===== src/rtl/unpacker_n_to_kbit.sv =====
// Width unpacker: takes one FACTOR*OUT_WIDTH word and replays it as FACTOR narrow beats.
// Valid/ready on both sides; a new word can be taken on the same edge the last beat leaves.
module unpacker_n_to_kbit #(
    parameter int FACTOR    = 3,
    parameter int OUT_WIDTH = 8,
    parameter bit MSB_FIRST = 1'b0
) (
    input  logic                          clk,
    input  logic                          rstn,
    input  logic                          clr,
    input  logic                          in_valid,
    output logic                          in_ready,
    input  logic [FACTOR*OUT_WIDTH-1:0]   data_in,
    output logic                          out_valid,
    input  logic                          out_ready,
    output logic [OUT_WIDTH-1:0]          data_out,
    output logic                          out_last
);

    localparam int WW = FACTOR * OUT_WIDTH;
    localparam int CW = (FACTOR > 1) ? $clog2(FACTOR) : 1;

    typedef enum logic {
        IDLE  = 1'b0,
        SHIFT = 1'b1
    } state_t;

    state_t          state_q, state_d;
    logic [CW-1:0]   cnt_q, cnt_d;
    logic [WW-1:0]   hold_q, hold_d;

    logic                 beat_xfer;
    logic                 accept;
    logic [OUT_WIDTH-1:0] beat_slice [FACTOR];

    // Beat order is fixed at elaboration, so the slice mux only ever sees the held word.
    for (genvar gi = 0; gi < FACTOR; gi++) begin : g_slice
        localparam int SRC = MSB_FIRST ? (FACTOR - 1 - gi) : gi;
        assign beat_slice[gi] = hold_q[SRC*OUT_WIDTH +: OUT_WIDTH];
    end

    assign out_valid = (state_q == SHIFT);
    assign out_last  = out_valid && (cnt_q == CW'(FACTOR - 1));
    assign data_out  = beat_slice[cnt_q];
    assign beat_xfer = out_valid && out_ready;
    assign in_ready  = !clr && ((state_q == IDLE) || (beat_xfer && out_last));
    assign accept    = in_valid && in_ready;

    always_comb begin
        state_d = state_q;
        cnt_d   = cnt_q;
        hold_d  = hold_q;
        if (clr) begin
            state_d = IDLE;
            cnt_d   = '0;
        end else if (accept) begin
            hold_d  = data_in;
            cnt_d   = '0;
            state_d = SHIFT;
        end else if (beat_xfer) begin
            if (out_last) begin
                state_d = IDLE;
                cnt_d   = '0;
            end else begin
                cnt_d = cnt_q + CW'(1);
            end
        end
    end

    always_ff @(posedge clk or negedge rstn) begin
        if (!rstn) begin
            state_q <= IDLE;
            cnt_q   <= '0;
            hold_q  <= '0;
        end else begin
            state_q <= state_d;
            cnt_q   <= cnt_d;
            hold_q  <= hold_d;
        end
    end

endmodule


===== config.mk =====
export PLATFORM = sky130hd
export DESIGN_NAME = unpacker_n_to_kbit
export DESIGN_NICKNAME = d
export VERILOG_FILES = /design/src/rtl/unpacker_n_to_kbit.sv
export SDC_FILE = /design/constraint.sdc
export NUM_CORES = 1
export LEC_CHECK = 0
export ABC_AREA = 1
export CAP_MARGIN = 20
export CORE_UTILIZATION = 50
export CTS_CLUSTER_DIAMETER = 30
export DETAILED_ROUTE_END_ITERATION = 8
export PLACE_DENSITY = 0.95
export SYNTH_ARGS = -nofsm -noshare
export SYNTH_HDL_FRONTEND = slang
export SYNTH_SLANG_ARGS = --single-unit

===== constraint.sdc =====
create_clock -name clk -period 3.4 [get_ports clk]
set_clock_uncertainty 0.1 [all_clocks]
set_input_delay 0.34 -clock clk [delete_from_list [all_inputs] [get_ports clk]]
set_output_delay 0.34 -clock clk [all_outputs]
set_load 0.005 [all_outputs]

==> metrics, run 1 <==
final setup fails 0; GR Util All Layers 22.8%; routed wire length 2.98 mm; share of layout cells above drive strength 1 5.13%; Total Power 0.000718 W; die width 53.7 um; Crit Path Max Fanout 17; Clk pwr share 19.8%; synthesis-stage register bit count 27; Initial Util 53.4%; Syn Nets 191; Clock Latency Late Sink 0.33 ns; maxcap violations 0; Yosys top cell area share 50.7%; Post-synth ARST share 100%; count leader, synth nand2_1; cell count after synthesis 162; first-pass GRT wire length 4.73 mm; Internal 0.000511 W; final period utilization 76.5%; syn_area_per_cell 8.23 um^2; Worst Tran Pin Value 0.748 ns; Setup crit end kind output pin; Via density 5.63; die height 53.7 um; post_cts resized 0; fmax 384 MHz; Site Rows 18; DIE AREA 2880 um^2; startpoint types flop; Slew HR 49.8%; Layout fillers 202; ranking of synthesized cells by area dfrtp_1, nand2_1, nand4_1; Top FF cell, synth dfrtp_1; GR Overflow Total 0; Layout Utilization 69.8%; Core ar. 2500 um^2; sw frac 28.9%; setup TNS 0 ns; Final #Nets 225; Post-synth EDFFs 0; worst hold path class in -> async; IO Port Bufs 39; Yosys warning total 0; CTS Root Cell clkbuf_4; largest net degree at the start of global routing 27; drt wl/cell 13.2 um; VDD IR-drop max 346 uV; post-synthesis cell type count 19; Final Slew Violations 0; # IOs 40; antenna cells 0; Critical Path AT 2.16 ns; sequential power share 55.5%; clock-pin slew on the worst setup and hold paths 0.15 ns; DRC 0; Crit Path Class reg -> out; vias post-DR 1267; placed inst area 1720 um^2; Post-DP HPWL 2.20 mm; Req. time, crit path 2.96 ns; final instance area 1750 um^2; min cycle time layout 2.60 ns; Fin. Hold Viols 0; Layout area overhead 30.9%; sequential area share after synthesis 50.7%; Commonest cells post-synth nand2_1, dfrtp_1, nand3_1, nand4_1, clkbuf_1; RSZ-0062 raised after global routing no; hold_buf cts 0; Mapped Area 1330 um^2; Antenna Nets Post-Route 0; leak pwr 0.820 nW; area leader, netlist dfrtp_1; reg2reg path depth 6; clock buffer depth 2; setup bufs post-CTS 0; vias in the first global route 1152; H-tree Lvls 1; status finished clean; RePlAce Congestion 0.830; Cell Pwr Density 412 nW/um^2; DRT Pass-1 Iters 4; switching pwr 0.000208 W; initial antenna violation count 0; Logic pwr share 24.8%; CTS Buf Count 3; CTS Sinks 27; CTS tree yes; drt first-iter violations 38
[area by class of cell]
type,instances,area [um^2],share of cell area (%)
sequential,27,676,38.7
timing repair buffer,41,413,23.7
clock inverter,1,7.51,0.430
clock buffer,3,22.5,1.29
inverter,4,15.0,0.860
tap,30,37.5,2.15
multi-input combinational,119,574,32.9
[registers in the layout, summed over array words and instances, names as in the netlist]
register and count:
out_valid 1, cnt_q 2, hold_q 24
[cells in the final DEF, fill, tap and decap left out, drive strengths merged]
cell type | Yosys | routed
nor3 | 2 | 2
nor2 | 3 | 3
clkinv | 1 | 1
clkdlybuf4s50 | 0 | 39
and3 | 1 | 1
clkbuf | 5 | 3
clkinvlp | 0 | 1
buf | 7 | 2
inv | 3 | 3
dfrtp | 27 | 27
nand3 | 26 | 26
nand4 | 24 | 24
nand2 | 59 | 59
a21oi | 4 | 4
[routing by layer]
layer / vias to the layer above / global-route usage [%] / part of all wire (%)
met1: 595 / 27.8 / 43
met5: - / 0 / 0
met4: 0 / 4.82 / 0.27
met2: 49 / 38.8 / 50
li1: 621 / - / -
met3: 2 / 7.91 / 6.8
[power by group through the flow]
stage	sequential (W)	clock (W)	combinational [W]
2_1_floorplan	0.000394	0	0.0000910
3_3_place_gp	0.000402	0	0.000170
3_5_place_dp	0.000403	0	0.000180
4_1_cts	0.000398	0.000145	0.000180
5_1_grt	0.000404	0.000156	0.000198
6_report	0.000399	0.000142	0.000178
[through the flow]
step                cells  worst slack (ns)  hold WS, ns
floorplan             162              1.96      -0.0556
global route          225             0.627        0.318
detailed placement    221              1.06        0.360
finish                225             0.798        0.299
CTS                   225             0.797        0.301
global placement      220              1.15        0.355
[path summary, 6_finish.rpt]
kind	slack [ns]	end	start
max	0.80	data_out[7]	cnt_q[1]$_DFFE_PN0P_
min	0.30	hold_q[21]$_DFFE_PN0P_	rstn
max reg2reg	1.38	cnt_q[0]$_DFFE_PN0P_	cnt_q[0]$_DFFE_PN0P_
min reg2reg	0.39	hold_q[15]$_DFFE_PN0P_	hold_q[15]$_DFFE_PN0P_
max in group asynchronous	2.38	hold_q[10]$_DFFE_PN0P_	rstn
min in group clk	0.39	hold_q[15]$_DFFE_PN0P_	hold_q[15]$_DFFE_PN0P_
[critical path, stage by stage (launching register included)]
cell and delay [ns]:
dfrtp_1 0.49, inv_2 0.17, nor2_1 0.46, nand2_1 0.12, nand3_1 0.09, clkdlybuf4s50_1 0.49
[logic make-up after synthesis]
kind of cell / after synthesis / synth area share, %
AOI/OAI and AO/OA: 4 / 1.50
buffers and inverters: 16 / 6.28
and+or+nand+nor: 115 / 41.6
DFF: 27 / 50.7
(Power assumes the default switching activity.)
==> run 2, diff against run 1 <==
--- a/config.mk
+++ b/config.mk
@@ -7,10 +7,10 @@
 export LEC_CHECK = 0
 export ABC_AREA = 1
 export CAP_MARGIN = 20
-export CORE_UTILIZATION = 50
+export CORE_UTILIZATION = 46
 export CTS_CLUSTER_DIAMETER = 30
 export DETAILED_ROUTE_END_ITERATION = 8
-export PLACE_DENSITY = 0.95
+export PLACE_DENSITY = 0.89
 export SYNTH_ARGS = -nofsm -noshare
 export SYNTH_HDL_FRONTEND = slang
 export SYNTH_SLANG_ARGS = --single-unit
==> constraint.sdc (replaced) <==
create_clock -name clk -period 2.4 [get_ports clk]
set_clock_uncertainty 0.1 [all_clocks]
set_input_delay 0.24 -clock clk [delete_from_list [all_inputs] [get_ports clk]]
set_output_delay 0.24 -clock clk [all_outputs]
set_load 0.005 [all_outputs]
==> run 2 against run 1 <==
Net effect:
- power grew 43%
- register-to-register slack lost 0.82 ns
- combinational power grew 44%
- die area grew 8.4%
- first-iteration DRC count grew 21%
- global-route usage grew 0.69 points
- final cell count grew 0.89%
- non-clock buffer count grew 1
- routed wire length grew 14%
- clock power grew 42%
- hold slack lost 0.14 ns
- core utilization shrank 6.1 points
==> metrics, run 2 (synthesis gave the netlist of run 1 again) <==
first-pass GRT wire length 5.69 mm (+20%); setup bufs post-CTS 0 (unchanged); clock-pin slew on the worst setup and hold paths 0.15 ns (about the same); antenna cells 0 (unchanged); drt first-iter violations 46 (+21%); # IOs 40 (unchanged); final instance area 1760 um^2 (+0.65%); most frequent cells in the layout nand2_1, clkdlybuf4s50_1, dfrtp_1; vias post-DR 1303 (+2.8%); placed inst area 1720 um^2 (about the same); leak pwr 0.823 nW (+0.39%); largest net degree at the start of global routing 28 (+3.7%); Final #Nets 226 (+0.44%); drt wl/cell 15.0 um (+13%); Post-DP HPWL 2.38 mm (+7.9%); Site Rows 19 (+1); reg2reg path depth 6 (unchanged); IO Port Bufs 39 (unchanged); min cycle time layout 2.26 ns; sw frac 29.6% (+0.71 points); routed wire length 3.41 mm (+14%); Logic pwr share 25.0% (+0.2 points); Req. time, crit path 2.06 ns (-0.90 ns); H-tree Lvls 1 (unchanged); die width 55.8 um (+4.1%); Layout fillers 234 (+16%); Clock Latency Late Sink 0.33 ns (about the same); DIE AREA 3120 um^2 (+8.4%); CTS tree yes; Biggest register hold_q; Hold Slack 0.160 ns (-0.139 ns); Setup crit end kind output pin; clock buffer depth 2 (unchanged); Critical Path AT 1.92 ns (-0.24 ns); setup TNS 0 ns (unchanged); Via density 5.74 (+1.9%); Internal 0.000723 W (+42%); GR Util All Layers 23.5% (+0.69 points); initial antenna violation count 0 (unchanged); Crit Path Class reg -> out; fmax 443 MHz; post_cts resized 1 (+1); commonest non-fill, non-tap cell in the layout nand2_1; VDD IR-drop max 370 uV (+6.7%); critical path's top delay family buffers and inverters; CTS Sinks 27 (unchanged); Clk pwr share 19.6% (-0.2 points); DRT Pass-1 Iters 4 (unchanged); Core ar. 2760 um^2 (+10%); status finished clean; CTS Root Cell clkbuf_4; slack of the critical path 0.141 ns (-0.658 ns); hold_buf cts 0 (unchanged); Antenna Nets Post-Route 0 (unchanged); Largest stage delay, worst path 0.51 ns (+0.02 ns); worst hold path class in -> async; startpoint types flop; final setup fails 0 (unchanged); FF-to-FF End hold_q[20]$_DFFE_PN0P_; Layout area overhead 31.7%; CTS Buf Count 3 (unchanged); crit-path cells inv_2 -> nor2_4 -> nand2_1 -> nand3_1 -> clkdlybuf4s50_1; share of layout cells above drive strength 1 7.14% (+2.0 points); Layout Utilization 63.7% (-6.1 points); sequential power share 55.4% (about the same); FF-to-FF Start cnt_q[0]$_DFFE_PN0P_; Worst Tran Pin Value 0.505 ns (-0.244 ns); FF-to-FF setup slack 0.56 ns (-0.82 ns); Crit-path slowest cell clkdlybuf4s50_1; Cell Pwr Density 585 nW/um^2 (+42%); pre-CTS setup slack 0.290 ns (-0.766 ns); GR Overflow Total 0 (unchanged); Final Slew Violations 0 (unchanged); final period utilization 94.1%; DRC 0 (unchanged); Fin. Hold Viols 0 (unchanged); die height 55.8 um (+4.1%); RSZ-0062 raised after global routing no; Initial Util 48.4% (-5.0 points); CP Buf/Inv Count 2 (unchanged); maxcap violations 0 (unchanged); switching pwr 0.000304 W (+47%); Crit Path Max Fanout 17 (unchanged); vias in the first global route 1216 (+5.6%); Largest register FFs 24 (unchanged); RePlAce Congestion 0.896 (+7.9%); Slew HR 66.2% (+16 points)
==> run 2: cell types whose count changed in the layout (fill, tap and decap cells not counted), sizes merged <==
cell    change
inv         -1
buf         +1
clkinv      +1
==> run 2: stage by stage <==
step	total power (W)	cells
floorplan	0.000687	162
global placement	0.000820	223
detailed placement	0.000833	223
CTS	0.00103	227
global route	0.00108	227
finish	0.00103	227
==> run 2: area by class of cell <==
cell class	count	area [um^2]	area share, %
sequential	27	677	38.5
multi-input combinational	119	582	33.1
timing repair buffer	42	413	23.5
tap	31	38.8	2.21
clock buffer	3	22.5	1.28
inverter	4	18.8	1.07
clock inverter	1	5.00	0.285
==> run 2: worst max-delay path by stage <==
| stage | start | endpoint | slack, ns | depth (start not counted) |
|---|---|---|---|---|
| 2_1_floorplan | cnt_q[1]$_DFFE_PN0P_ | data_out[1] | 1.06 | 4 |
| 3_3_place_gp | cnt_q[1]$_DFFE_PN0P_ | data_out[7] | 0.43 | 5 |
| 3_5_place_dp | cnt_q[1]$_DFFE_PN0P_ | data_out[1] | 0.29 | 5 |
| 4_1_cts | cnt_q[0]$_DFFE_PN0P_ | in_ready | 0.03 | 4 |
| 5_1_grt | cnt_q[1]$_DFFE_PN0P_ | data_out[1] | 0.02 | 5 |
| 6_report | cnt_q[1]$_DFFE_PN0P_ | data_out[1] | 0.14 | 5 |
==> run 2: routing by layer <==
metal  global-route usage (%)  vias up  wire [um]  part of all wire, %
li1                         -      626          -                    -
met1                     31.7      620       1330                   39
met2                     37.9       52       1780                   52
met3                     3.26        5        238                  7.0
met4                     10.5        0         60                  1.8
met5                        0        -          0                    0
==> run 2: power by group through the flow <==
stage / Sequential (W) / Clock (W) / Combinational [W]
2_1_floorplan: 0.000558 / 0 / 0.000129
3_3_place_gp: 0.000573 / 0 / 0.000246
3_5_place_dp: 0.000575 / 0 / 0.000258
4_1_cts: 0.000567 / 0.000206 / 0.000258
5_1_grt: 0.000577 / 0.000221 / 0.000284
6_report: 0.000569 / 0.000201 / 0.000257
==> run 3, diff against run 2 <==
--- a/config.mk
+++ b/config.mk
@@ -6,6 +6,7 @@
 export NUM_CORES = 1
 export LEC_CHECK = 0
 export ABC_AREA = 1
+export ABC_CLOCK_PERIOD_IN_PS = 2400
 export CAP_MARGIN = 20
 export CORE_UTILIZATION = 46
 export CTS_CLUSTER_DIAMETER = 30
==> results of run 3 <==
Same layout as run 2: the final DEF is identical, and so are final timing and power.
